$ cat src/rtl/cpu_pkg.sv
// cpu_pkg -- shared definitions for the instruction-memory loader.
//
// Contents:
//   load_state_e      : loader FSM state encoding (IDLE, RECV, WRITE, FINISH)
//   DEPTH             : instruction-memory depth in 32-bit words
//   WORD_ADDR_SHIFT   : shift turning a word index into a byte address
//   word_to_byte_addr : helper applying that shift, zero-extended to 64 bits
package cpu_pkg;

  typedef enum logic [1:0] {
    ST_IDLE   = 2'd0,
    ST_RECV   = 2'd1,
    ST_WRITE  = 2'd2,
    ST_FINISH = 2'd3
  } load_state_e;

  localparam int DEPTH           = 32;
  localparam int WORD_ADDR_SHIFT = 2;

  // Instruction words are 4 bytes wide, so the byte address is index << 2.
  function automatic logic [63:0] word_to_byte_addr(input logic [5:0] wordIdx);
    return 64'(wordIdx) << WORD_ADDR_SHIFT;
  endfunction

endpackage

$ cat src/rtl/imem_loader.sv
// imem_loader -- streams bytes from a byte source into the instruction memory
// while holding the CPU core stalled.
//
// A session is opened by start in IDLE. Bytes are gathered little-endian into
// 32-bit words; each finished word is written with a one-cycle load_en strobe
// at byte address word_index*4. After num_words words a one-cycle done pulse
// is issued. A bad length (0 or more than DEPTH) sets the sticky err flag and
// finishes at once without receiving anything.
//
// Ports:
//   clk, rst_n       : clock (rising edge), asynchronous active-low reset
//   start, num_words : session request and its word count (sampled in IDLE)
//   byte_valid/data  : byte source offer
//   byte_ready       : loader accepts a byte this cycle (RECV only)
//   load_en/data/addr: instruction-memory write port
//   cpu_hold         : stalls the core while a session is active
//   done, err        : success pulse, sticky bad-length flag
module imem_loader
  import cpu_pkg::*;
#(
  parameter int ADDR_W = 64,
  parameter int DEPTH  = cpu_pkg::DEPTH
) (
  input  logic              clk,
  input  logic              rst_n,
  input  logic              start,
  input  logic [5:0]        num_words,
  input  logic              byte_valid,
  input  logic [7:0]        byte_data,
  output logic              byte_ready,
  output logic              load_en,
  output logic [31:0]       load_data,
  output logic [ADDR_W-1:0] load_addr,
  output logic              cpu_hold,
  output logic              done,
  output logic              err
);

  localparam logic [5:0] DepthLimit = 6'(DEPTH);

  load_state_e       state_q;
  logic [5:0]        numWords_q;
  logic [5:0]        wordIdx_q;
  logic [1:0]        byteCnt_q;
  logic [23:0]       shift_q;
  logic              byteReady_q;
  logic              loadEn_q;
  logic [31:0]       loadData_q;
  logic [ADDR_W-1:0] loadAddr_q;
  logic              cpuHold_q;
  logic              done_q;
  logic              err_q;

  logic [31:0]       assembledWord_d;
  logic [ADDR_W-1:0] wordAddr_d;
  logic              lengthOk_d;
  logic              lastWord_d;

  // Earlier bytes sit in the shift register; the byte being accepted now
  // completes the word in the top lane, giving little-endian order.
  always_comb begin
    assembledWord_d = {byte_data, shift_q};
    wordAddr_d      = ADDR_W'(word_to_byte_addr(wordIdx_q));
    lengthOk_d      = (num_words != 6'd0) && (num_words <= DepthLimit);
    lastWord_d      = ((wordIdx_q + 6'd1) == numWords_q);
  end

  // Loader FSM. All outputs are registered and updated on the transition
  // into the state they belong to, so they are clean for the whole cycle.
  always_ff @(posedge clk or negedge rst_n) begin
    if (!rst_n) begin
      state_q     <= ST_IDLE;
      numWords_q  <= '0;
      wordIdx_q   <= '0;
      byteCnt_q   <= '0;
      shift_q     <= '0;
      byteReady_q <= 1'b0;
      loadEn_q    <= 1'b0;
      loadData_q  <= '0;
      loadAddr_q  <= '0;
      cpuHold_q   <= 1'b0;
      done_q      <= 1'b0;
      err_q       <= 1'b0;
    end else begin
      loadEn_q <= 1'b0;
      done_q   <= 1'b0;
      case (state_q)
        ST_IDLE: begin
          if (start) begin
            numWords_q <= num_words;
            wordIdx_q  <= '0;
            byteCnt_q  <= '0;
            if (lengthOk_d) begin
              err_q       <= 1'b0;
              state_q     <= ST_RECV;
              byteReady_q <= 1'b1;
              cpuHold_q   <= 1'b1;
            end else begin
              // Bad length: skip reception entirely, finish without done.
              err_q   <= 1'b1;
              state_q <= ST_FINISH;
            end
          end
        end

        ST_RECV: begin
          if (byte_valid && byteReady_q) begin
            shift_q   <= assembledWord_d[31:8];
            byteCnt_q <= byteCnt_q + 2'd1;
            if (byteCnt_q == 2'd3) begin
              state_q     <= ST_WRITE;
              byteReady_q <= 1'b0;
              loadEn_q    <= 1'b1;
              loadData_q  <= assembledWord_d;
              loadAddr_q  <= wordAddr_d;
            end
          end
        end

        ST_WRITE: begin
          wordIdx_q <= wordIdx_q + 6'd1;
          byteCnt_q <= '0;
          if (lastWord_d) begin
            state_q   <= ST_FINISH;
            cpuHold_q <= 1'b0;
            done_q    <= ~err_q;
          end else begin
            state_q     <= ST_RECV;
            byteReady_q <= 1'b1;
          end
        end

        ST_FINISH: begin
          state_q <= ST_IDLE;
        end

        default: begin
          state_q <= ST_IDLE;
        end
      endcase
    end
  end

  assign byte_ready = byteReady_q;
  assign load_en    = loadEn_q;
  assign load_data  = loadData_q;
  assign load_addr  = loadAddr_q;
  assign cpu_hold   = cpuHold_q;
  assign done       = done_q;
  assign err        = err_q;

endmodule

$ cat config.mk
export PLATFORM = sky130hd
export DESIGN_NAME = imem_loader
export DESIGN_NICKNAME = d
export VERILOG_FILES = /design/src/rtl/cpu_pkg.sv /design/src/rtl/imem_loader.sv
export SDC_FILE = /design/constraint.sdc
export NUM_CORES = 1
export LEC_CHECK = 0
export ABC_AREA = 1
export CAP_MARGIN = 20
export CORE_MARGIN = 2
export CORE_UTILIZATION = 47
export CTS_BUF_LIST = sky130_fd_sc_hd__clkbuf_8 sky130_fd_sc_hd__clkbuf_16
export DETAILED_ROUTE_END_ITERATION = 8
export MAX_ROUTING_LAYER = met4
export PLACE_DENSITY_LB_ADDON = 0.12
export SLEW_MARGIN = 20
export SYNTH_ARGS = -nofsm -noshare
export SYNTH_HDL_FRONTEND = slang
export SYNTH_SLANG_ARGS = --single-unit
$ cat constraint.sdc
create_clock -name clk -period 1.75 [get_ports clk]
set_input_delay 0.35 -clock clk [delete_from_list [all_inputs] [get_ports clk]]
set_output_delay 0.35 -clock clk [all_outputs]
set_load 0.01 [all_outputs]
Word-level counts from Yosys, hierarchy flattened
Index checks and enable logic that the tools add are counted.
{"block": "word_totals", "output_inout_bits": 101, "ff_bits": 83, "word_cells": 66, "in_bits": 18}
{"block": "op_classes", "n_reduce_logical": 14, "addsub": 2, "magnitude_cmp": 1, "mux": 25, "bitwise": 1, "n_eq_ne": 11}
{"cell": "two-way mux 2 bit", "n": 7}
{"cell": "two-way mux 1 bit", "n": 12}
{"cell": "inequality test 2 bit (second input constant)", "n": 6}
{"cell": "one-hot mux 6 bit (2 select lines)", "n": 1}
{"cell": "AND reduction 3 bit", "n": 3}
{"cell": "one-hot mux 2 bit (4 select lines)", "n": 1}
{"cell": "adder 6 x 1 -> 6 bit (second input constant)", "n": 1}
{"cell": "== test 2 bit (second input constant)", "n": 3}
{"cell": "== test 6 bit", "n": 1}
{"cell": "less-or-equal comparator 6 bit (second input constant)", "n": 1}
{"cell": "two-way mux 6 bit", "n": 1}
{"cell": "one-hot mux 2 bit (3 select lines)", "n": 1}
{"cell": "AND reduction 2 bit", "n": 3}
{"cell": "AND reduction 6 bit", "n": 1}
{"cell": "nonzero test 6 bit", "n": 1}
{"cell": "AND reduction 4 bit", "n": 1}
{"cell": "one-hot mux 1 bit (3 select lines)", "n": 1}
{"cell": "nonzero test 3 bit", "n": 1}
{"cell": "adder 2 x 1 -> 2 bit (second input constant)", "n": 1}
{"cell": "== test 2 x 1 -> 1 bit (second input constant)", "n": 1}
{"cell": "logical AND 1 bit", "n": 2}
{"cell": "zero test 2 bit", "n": 1}
{"cell": "one-hot mux 1 bit (2 select lines)", "n": 1}
{"cell": "nonzero test 2 bit", "n": 1}
{"cell": "inverter 1 bit", "n": 1}

Longest topological paths before layout
{"block": "logic_depth", "word_depth": 5, "ltp_mapped": 12, "ltp_nobuf": 12}

Worst setup path before layout
OpenSTA, ideal clock, no wires.
{"block": "synth_timing", "path_type": "flip-flop to flip-flop", "from": "register wordIdx_q[0]", "to": "register cpuHold_q (netlist: cpu_hold)", "stages_incl_launch_ff": 12, "arrival_ns": 1.346, "path_slack_ns": 0.270, "setup_ns": 0.135, "required_ns": 1.615, "path_cell_list": "dfrtp_1 > ha_1 > inv_1 > nand2_1 > nand2_1 > nand2_1 > nand2_1 > nand3_1 > nor2_1 > nand3_1 > nand2_1 > o21ai_0"}
{"block": "synth_between", "elab_chain_cells": 4}
{"element": "start: declaration", "line": "imem_loader.sv:43", "source": "logic [5:0] wordIdx_q;"}
{"element": "start signal: assignment", "line": "imem_loader.sv:121", "source": "wordIdx_q <= wordIdx_q + 6'd1;"}
{"element": "adder 6 x 1 -> 6 bit", "line": "imem_loader.sv:65", "source": "lastWord_d = ((wordIdx_q + 6'd1) == numWords_q);"}
{"element": "== test 6 bit", "line": "imem_loader.sv:65"}
{"element": "inequality test 2 bit (no source line)"}
{"element": "AND reduction 4 bit (no source line)"}
{"element": "end signal: assignment", "line": "imem_loader.sv:81", "source": "cpuHold_q <= 1'b0;"}
{"element": "end signal: assignment", "line": "imem_loader.sv:97", "source": "cpuHold_q <= 1'b1;"}
{"element": "end signal: assignment", "line": "imem_loader.sv:125", "source": "cpuHold_q <= 1'b0;"}
{"element": "end: declaration", "line": "imem_loader.sv:50", "source": "logic cpuHold_q;"}
Every way passes these cells.
A chain may end at the register's enable or synchronous reset.

Final worst setup path
{"block": "layout_timing", "from": "register byteReady_q (netlist: byte_ready)", "to": "output port byte_ready"}
{"element": "start: declaration", "line": "imem_loader.sv:46", "source": "logic byteReady_q;"}
{"element": "start signal: assignment", "line": "imem_loader.sv:77", "source": "byteReady_q <= 1'b0;"}
{"element": "start signal: assignment", "line": "imem_loader.sv:96", "source": "byteReady_q <= 1'b1;"}
{"element": "start signal: assignment", "line": "imem_loader.sv:112", "source": "byteReady_q <= 1'b0;"}
{"element": "end: declaration", "line": "imem_loader.sv:30", "source": "output logic byte_ready,"}
No word-level cell between the ends.

==> results.py <==
metrics = {
    "worst_setup_path": {
        "beginning_of_the_worst_register_to_register_path": "wordIdx_q[1]",
        "r2r_setup_slack_ns": 0.15,
        "critical_path_depth": 1,
        "cp_data_arrival_time_ns": 1.29,
        "cp_data_required_time_ns": 1.40,
        "critical-path-slowest-cell": "sky130_fd_sc_hd__clkdlybuf4s50_1",
        "timing.critical_path.from": "byte_ready",
        "crit_end": "byte_ready",
        "worst_path_dominant_cell_family": "buffers and inverters",
        "path_buf_inv": 1,
        "worst_r2r_endpoint": "cpu_hold",
        "endpoint_kind": "primary output",
        "crit_path_cell_trace": "clkdlybuf4s50_1",
        "reg2reg_depth": 10,
        "critical_path.startpoint_type": "flop",
        "critical_path.max_fanout": 3,
        "critical-path-max-stage-delay_ns": 0.55,
        "path_class": "reg -> out",
    },
    "die": {
        "io_pins": 119,
        "floorplan_core_area_sq_mm": 0.007807,
        "die_width_microns": 94.30,
        "start_util": 0.4909,
        "dieHeight_microns": 94.30,
        "floorplan.die_area_sq_mm": 0.008892,
        "number_of_cell_rows": 32,
    },
    "timing": {
        "finalHoldViolations": 0,
        "finalClockSkew_ns": 0.01246,
        "final_max_slew_viol_count": 0,
        "finalSetupViolations": 0,
        "maxClockFrequency_mhz": 608.3,
        "worst_slack_ns": 0.1062,
        "timing.final.crit_share": 0.9393,
        "finalCriticalPeriod_ns": 1.644,
    },
    "cts": {
        "path_clk_slew_ns": 0.08,
        "cts-root-to-sink-buffers": 2,
        "clock-sinks": 83,
        "tritoncts": "yes",
        "clockRootBuffer": "sky130_fd_sc_hd__clkbuf_8",
        "clk_latency_ns": 0.34,
        "clock_tree.htree_level_count": 3,
        "numCtsBuffers": 9,
    },
    "detailed_routing": {
        "wl_microns": 7000,
        "viasPerCell": 4.508,
        "starting_drc_count_in_detailed_routing": 187,
        "detailedRoute.firstPassIterationCount": 4,
        "antenna_left": 0,
        "post_drt_wl_per_cell_microns": 11.40,
        "vias": 2768,
        "remaining_drc_errors": 0,
    },
    "final_layout": {
        "layout.area.seq_sq_mm": 0.002077,
        "most_used_cells_in_the_layout_excluding_fill_and_tap_cells": "121 x sky130_fd_sc_hd__nand2_1, 83 x sky130_fd_sc_hd__dfrtp_1, 59 x sky130_fd_sc_hd__clkdlybuf4s50_1",
        "areaGrowthSynthToFinish_pct": 22.43,
        "multi_input_comb_area_sq_mm": 0.001279,
        "layout-drive-gt1-share": 0.08594,
        "layout.cells.most_common": "sky130_fd_sc_hd__nand2_1",
        "nFillCells": 672,
        "num-nets-final": 528,
        "antennaDiodeCount": 0,
        "finish.instance_area_sq_mm": 0.004692,
    },
    "global_routing": {
        "remaining_global_route_overflow": 0,
        "first_pass_grt_wire_length_microns": 11520,
        "via_count_of_the_first_global_routing_pass": 2504,
        "grt_start_max_net_pins": 35,
        "grt_util_all_layers": 0.1712,
        "antenna_found_initial": 0,
    },
    "placed_design": {
        "place_worst_setup_slack_ns": -0.02643,
        "routabilityCongestion": 0.8452,
        "postPlaceCellArea_sq_mm": 0.004454,
        "portBuffers": 60,
        "dp_hpwl_microns": 5243,
    },
    "synthesis": {
        "ys_ff_latch": 83,
        "synth_area_sq_mm": 0.003832,
        "yosys_warnings": 0,
        "synth_seq_area_share": 0.5420,
        "synthCells": 433,
        "average_instance_area_after_synthesis_sq_um": 8.851,
        "number_of_distinct_library_cell_variants_in_the_gate_level_netlist_after_synthesis": 25,
    },
    "power": {
        "total_leakage_power_nw": 2.369,
        "cell_internal_pwr_mw": 4.411,
        "sequential_power_share": 0.447,
        "power_frac_comb": 0.346,
        "power_switching_share": 0.3403,
        "switching_power_total_mw": 2.275,
        "irDropWorstVdd_mv": 0.8044,
        "power.share.clock": 0.207,
        "p_per_area_mw_per_mm2": 1425,
    },
    "min_path": {
        "hp-class": "reg -> reg",
        "hold_path_depth": 1,
    },
    "run_status": {
        "status": "finished clean",
    },
    "run": {
        "drv.max_cap_violation_count": 0,
    },
}
## layer usage
layer / share of wire / vias up / GRT usage
met5: 0 / - / -
met4: 0.011 / 0 / 0.07126
met3: 0.050 / 6 / 0.02568
met2: 0.46 / 97 / 0.2512
met1: 0.48 / 1276 / 0.2397
li1: - / 1389 / -
## synth_stat cells
library cell	count	area [sq um]
sky130_fd_sc_hd__xor2_1	1	8.760
sky130_fd_sc_hd__nor2_8	2	40.04
sky130_fd_sc_hd__o21ai_0	55	275.3
sky130_fd_sc_hd__nor2_2	1	6.260
sky130_fd_sc_hd__ha_1	2	25.02
sky130_fd_sc_hd__nand3_1	14	70.07
sky130_fd_sc_hd__nand2_1	121	454.2
sky130_fd_sc_hd__a22o_1	1	8.760
sky130_fd_sc_hd__o21ai_1	10	50.05
sky130_fd_sc_hd__o21ai_2	2	17.52
sky130_fd_sc_hd__clkbuf_1	5	18.77
sky130_fd_sc_hd__buf_6	3	33.78
sky130_fd_sc_hd__nor2_1	6	22.52
sky130_fd_sc_hd__nand3b_1	1	7.510
sky130_fd_sc_hd__nand4_1	4	25.02
sky130_fd_sc_hd__a21oi_1	1	5.000
sky130_fd_sc_hd__inv_1	50	187.7
sky130_fd_sc_hd__dfrtp_1	83	2077
sky130_fd_sc_hd__o22ai_1	4	25.02
sky130_fd_sc_hd__buf_1	2	7.510
sky130_fd_sc_hd__conb_1	1	3.750
sky130_fd_sc_hd__buf_2	2	10.01
sky130_fd_sc_hd__inv_2	3	11.26
sky130_fd_sc_hd__inv_4	1	6.260
sky130_fd_sc_hd__buf_4	58	435.4
## kinds of logic after synthesis
| family | synth area share |
|---|---|
| buffers and inverters | 0.1854 |
| xor gates and xnor gates | 0.002286 |
| and+or+nand+nor | 0.1632 |
| AOI/OAI and AO/OA | 0.09957 |
| other | 0.0009785 |
| DFF | 0.5420 |
| adders and majority gates | 0.006529 |
## worst min-delay path by stage
stage,start,end,slack (ns)
final,err,done,0.46
after global routing,err,done,0.49
after CTS,err,done,0.46
after detailed placement,rst_n,load_data[31],0.34
after global placement,rst_n,load_data[31],0.34
after floorplan,rst_n,byteCnt_q[0],0.05
## timing repair
action | CTS | global route
resized for setup | 0 | 4
setup buffers | 0 | 1
hold buffers | 1 | 0
setup endpoints to repair | 0 | 4
hold endpoints to repair | 32 | 0
## area by class of cell
class / instances / share of cell area
multi-input combinational: 283 / 0.2725
clock inverter: 4 / 0.01040
tap: 102 / 0.02720
inverter: 54 / 0.04373
clock buffer: 11 / 0.03227
timing repair buffer: 77 / 0.1712
sequential: 83 / 0.4427
## state kept, by name (all words and copies together) (netlist names)
signal / flops
byte_ready: 1
numWords_q: 6
load_en: 1
byteCnt_q: 2
cpu_hold: 1
err: 1
load_addr: 6
wordIdx_q: 6
state_q: 2
shift_q: 24
load_data: 32
done: 1
## power by group through the flow
| stage | logic (mW) | registers [mW] | clock network, mW |
|---|---|---|---|
| 6_report | 2.32 | 2.99 | 1.38 |
| 5_1_grt | 2.64 | 3.07 | 1.50 |
| 4_1_cts | 2.30 | 2.99 | 1.42 |
| 3_5_place_dp | 2.29 | 3.02 | 0 |
| 3_3_place_gp | 2.23 | 3.00 | 0 |
| 2_1_floorplan | 1.21 | 3.07 | 0 |
## per-stage QoR
stage               setup TNS [ns]  hold slack (ns)  instances  power (mW)  utilization
finish                           0           0.4613        614       6.687       0.6010
global route              -0.03193           0.4918        614       7.213       0.6010
CTS                              0           0.4640        613       6.708       0.5974
detailed placement        -0.02965           0.3376        597       5.307       0.5705
global placement                 0           0.3390        597       5.232       0.5705
floorplan                        0          0.05441        490       4.282            -
No activity file was read; power rests on OpenSTA's default activity.
==> RTL change 1, RTL diff (same flow settings) <==
Re-encode `load_state_e` (4 states) as one-hot, 4 bits wide.
--- a/src/rtl/cpu_pkg.sv
+++ b/src/rtl/cpu_pkg.sv
@@ -9,7 +9,7 @@
 
-  typedef enum logic [1:0] {
-    ST_IDLE   = 2'd0,
-    ST_RECV   = 2'd1,
-    ST_WRITE  = 2'd2,
-    ST_FINISH = 2'd3
+  typedef enum logic [3:0] {
+    ST_IDLE   = 4'b0001,
+    ST_RECV   = 4'b0010,
+    ST_WRITE  = 4'b0100,
+    ST_FINISH = 4'b1000
   } load_state_e;
Function: no difference found for any inputs over 4 cycles, from zero or initial values and one cycle with rst_n low; so few cycles prove little.
==> RTL change 1 against the unedited design <==
  * Setup slack worse by 9.6 ps
  * Highest routed layer unchanged
  * Synthesized cell count is 1.4% higher
  * Sequential cell count increased by 2
  * Largest cell class unchanged
  * Final area shrank 0.13%
  * Area after synthesis is 2.0% higher
  * Power shrank 20%
  * Wire length up 4.3%
==> RTL change 1: results (changes against the unedited design) <==
wl_met1_mm: 3.39  # was 3.37 mm
met2_length_mm: 3.47  # was 3.20 mm
synth_xor_area_share_pct: 0.672  # was 0.229%
internal_power_mw: 3.66  # was 4.41 mW
fin_hold_ws_ps: 8.03  # was 461 ps
met2_usage_pct: 26.1  # was 25.1%
grt_pass1_wl_mm: 12.1  # was 11.5 mm
drt_iter0_drc: 145  # was 187
power_frac_seq_pct: 49.2  # was 44.7%
dp_hpwl_mm: 5.11  # was 5.24 mm
postPlaceCellArea_sq_mm: 0.00449  # was 0.00445 sq mm
powerDensity_mw_per_mm2: 1140  # was 1430 mW/mm^2
slowest_delay_ps: 570  # was 550 ps
pre_cts_slack_ps: -36.7  # was -26.4 ps
crit-reg2reg-launch: "wordIdx_q[0]"  # was wordIdx_q[1]
place.gp.congestion: 0.770  # was 0.845
vias_per_cell: 4.50  # was 4.51
routedWlPerCell_um: 11.8  # was 11.4 um
wl_met3_um: 360  # was 353 um
use_met3_pct: 3.32  # was 2.57%
outcome: "finished, final reports clean"  # unchanged
grt_start_max_net_pins: 86  # was 35
grt_util_all_layers_pct: 18.0  # was 17.1%
synth_compound_area_share_pct: 9.34  # was 9.96%
drive_above_1_share_pct: 8.37  # was 8.59%
nNetsFinal: 530  # was 528
p_comb_share_pct: 24.8  # was 34.6%
p_leak_nw: 2.30  # was 2.37 nW
drt-pass1-iter-count: 5  # was 4
synthAdderAreaFrac_pct: 0.640  # was 0.653%
==> RTL change 1: cell count changes after synthesis, moves of 2 or more <==
cell,before,now
a21boi_1,0,2
buf_1,2,0
buf_2,2,7
inv_1,50,39
nand2_1,121,128
nand3_2,0,2
nor2_1,6,10
nor2_8,2,0
o21ai_0,55,39
o21ai_1,10,21
xnor2_1,0,2
==> RTL change 1: area by class of cell <==
cell class	count	area share (%)
clock buffers	11	3.23
clock inverters	4	1.04
inverters	43	3.44
multi-input cells	295	27.9
flip-flops and latches	85	45.4
well taps	105	2.80
repair buffers	76	16.1
==> RTL change 1: worst max path at each step <==
stage,from,to,slack [ps],depth (start not counted)
after floorplan,wordIdx_q[1],cpu_hold,270,10
after global placement,num_words[3],state_q[1],-8,7
after detailed placement,num_words[3],state_q[1],-40,7
after CTS,byte_ready,byte_ready,70,1
after global routing,wordIdx_q[1],cpu_hold,20,10
final,byte_ready,byte_ready,100,1
==> RTL change 2, RTL diff (config.mk and constraints unchanged) <==
Without the edit above. Set the parameter `ADDR_W` to 96 (it was 64).
--- a/src/rtl/imem_loader.sv
+++ b/src/rtl/imem_loader.sv
@@ -20,3 +20,3 @@
 #(
-  parameter int ADDR_W = 64,
+  parameter int ADDR_W = 96,
   parameter int DEPTH  = cpu_pkg::DEPTH
Ports: changed (resized load_addr); port bits go from 119 to 151. The function was not compared with the original's and may differ.
==> RTL change 2 against the unedited design <==
  * Sequential share of layout area decreased by 1.1 points
  * Clock skew is 2.7 ps lower
  * Critical path depth unchanged
  * Area after synthesis is 6.3% higher
  * Power increased by 1.7%
  * Setup slack worse by 8.3 ps
  * Sequential cell count did not move
  * Critical path type unchanged
  * Maximum frequency is 0.50% lower
  * Wire length grew 4.3%
  * Final area grew 2.6%
  * Largest cell class unchanged
==> RTL change 2: results (changes against the unedited design) <==
outcome: "finished, final reports clean"  # unchanged
multi_input_area_share_pct: 29.1  # was 27.3%
vdd_drop_max_mv: 0.626  # was 0.804 mV
drive_above_1_share_pct: 8.26  # was 8.59%
p_leak_nw: 2.47  # was 2.37 nW
placed_cells: 632  # was 597
area_share_clock_buf_inv_pct: 4.36  # was 4.27%
num-fill-cells: 767  # was 672
dieArea_sq_mm: 0.00943  # was 0.00889 sq mm
seq_cell_count: 83  # unchanged
fin_skew_ps: 9.80  # was 12.5 ps
p_sw_mw: 2.41  # was 2.28 mW
dp_hpwl_mm: 5.33  # was 5.24 mm
layoutNonFillerInstCount: 650  # was 614
place.gp.congestion: 0.883  # was 0.845
grt_start_max_net_pins: 43  # was 35
cp_max_fo: 2  # was 3
drt_iter0_drc: 150  # was 187
clkLatencyLatePin_ps: 360  # was 340 ps
p_clk_share_pct: 21.4  # was 20.7%
synthCells: 465  # was 433
nNetsFinal: 560  # was 528
postPlaceCellArea_sq_mm: 0.00457  # was 0.00445 sq mm
ys_seq_area_share_pct: 51.0  # was 54.2%
grt_pass1_wl_mm: 12.1  # was 11.5 mm
-- RTL change 2: timing repair --
action | CTS | global route
hold endpoints to repair | 25 | 0
buffers inserted | 0 | 1
setup endpoints to repair | 0 | 4
gates resized for setup | 0 | 5
hold buffers | 1 | 0
-- RTL change 2: per-stage QoR --
stage | utilization [%] | hold WS, ps | setup WS (ps)
final | 58.0 | 432 | 97.8
after CTS | 57.7 | 447 | 55.0
after global routing | 58.0 | 448 | 5.50
after floorplan | - | 54.4 | 270
after detailed placement | 55.0 | 287 | -0.676
after global placement | 55.0 | 289 | 34.8
-- RTL change 2: cells by family after synthesis --
logic type,synth area share (%)
XOR/XNOR,0.215
adder cells (fa/ha/maj),0.614
buffers and inverters,23.3
AND/OR/NAND/NOR,15.4
flip-flops,51.0
AO/OA/AOI/OAI,9.37
other,0.0921
-- RTL change 2: metal layers --
metal	track usage, %	vias up	routed length [um]
met4	5.63	0	68
met5	-	-	0
met2	23.7	140	3250
met3	4.03	6	538
li1	-	1423	-
met1	22.1	1321	3450
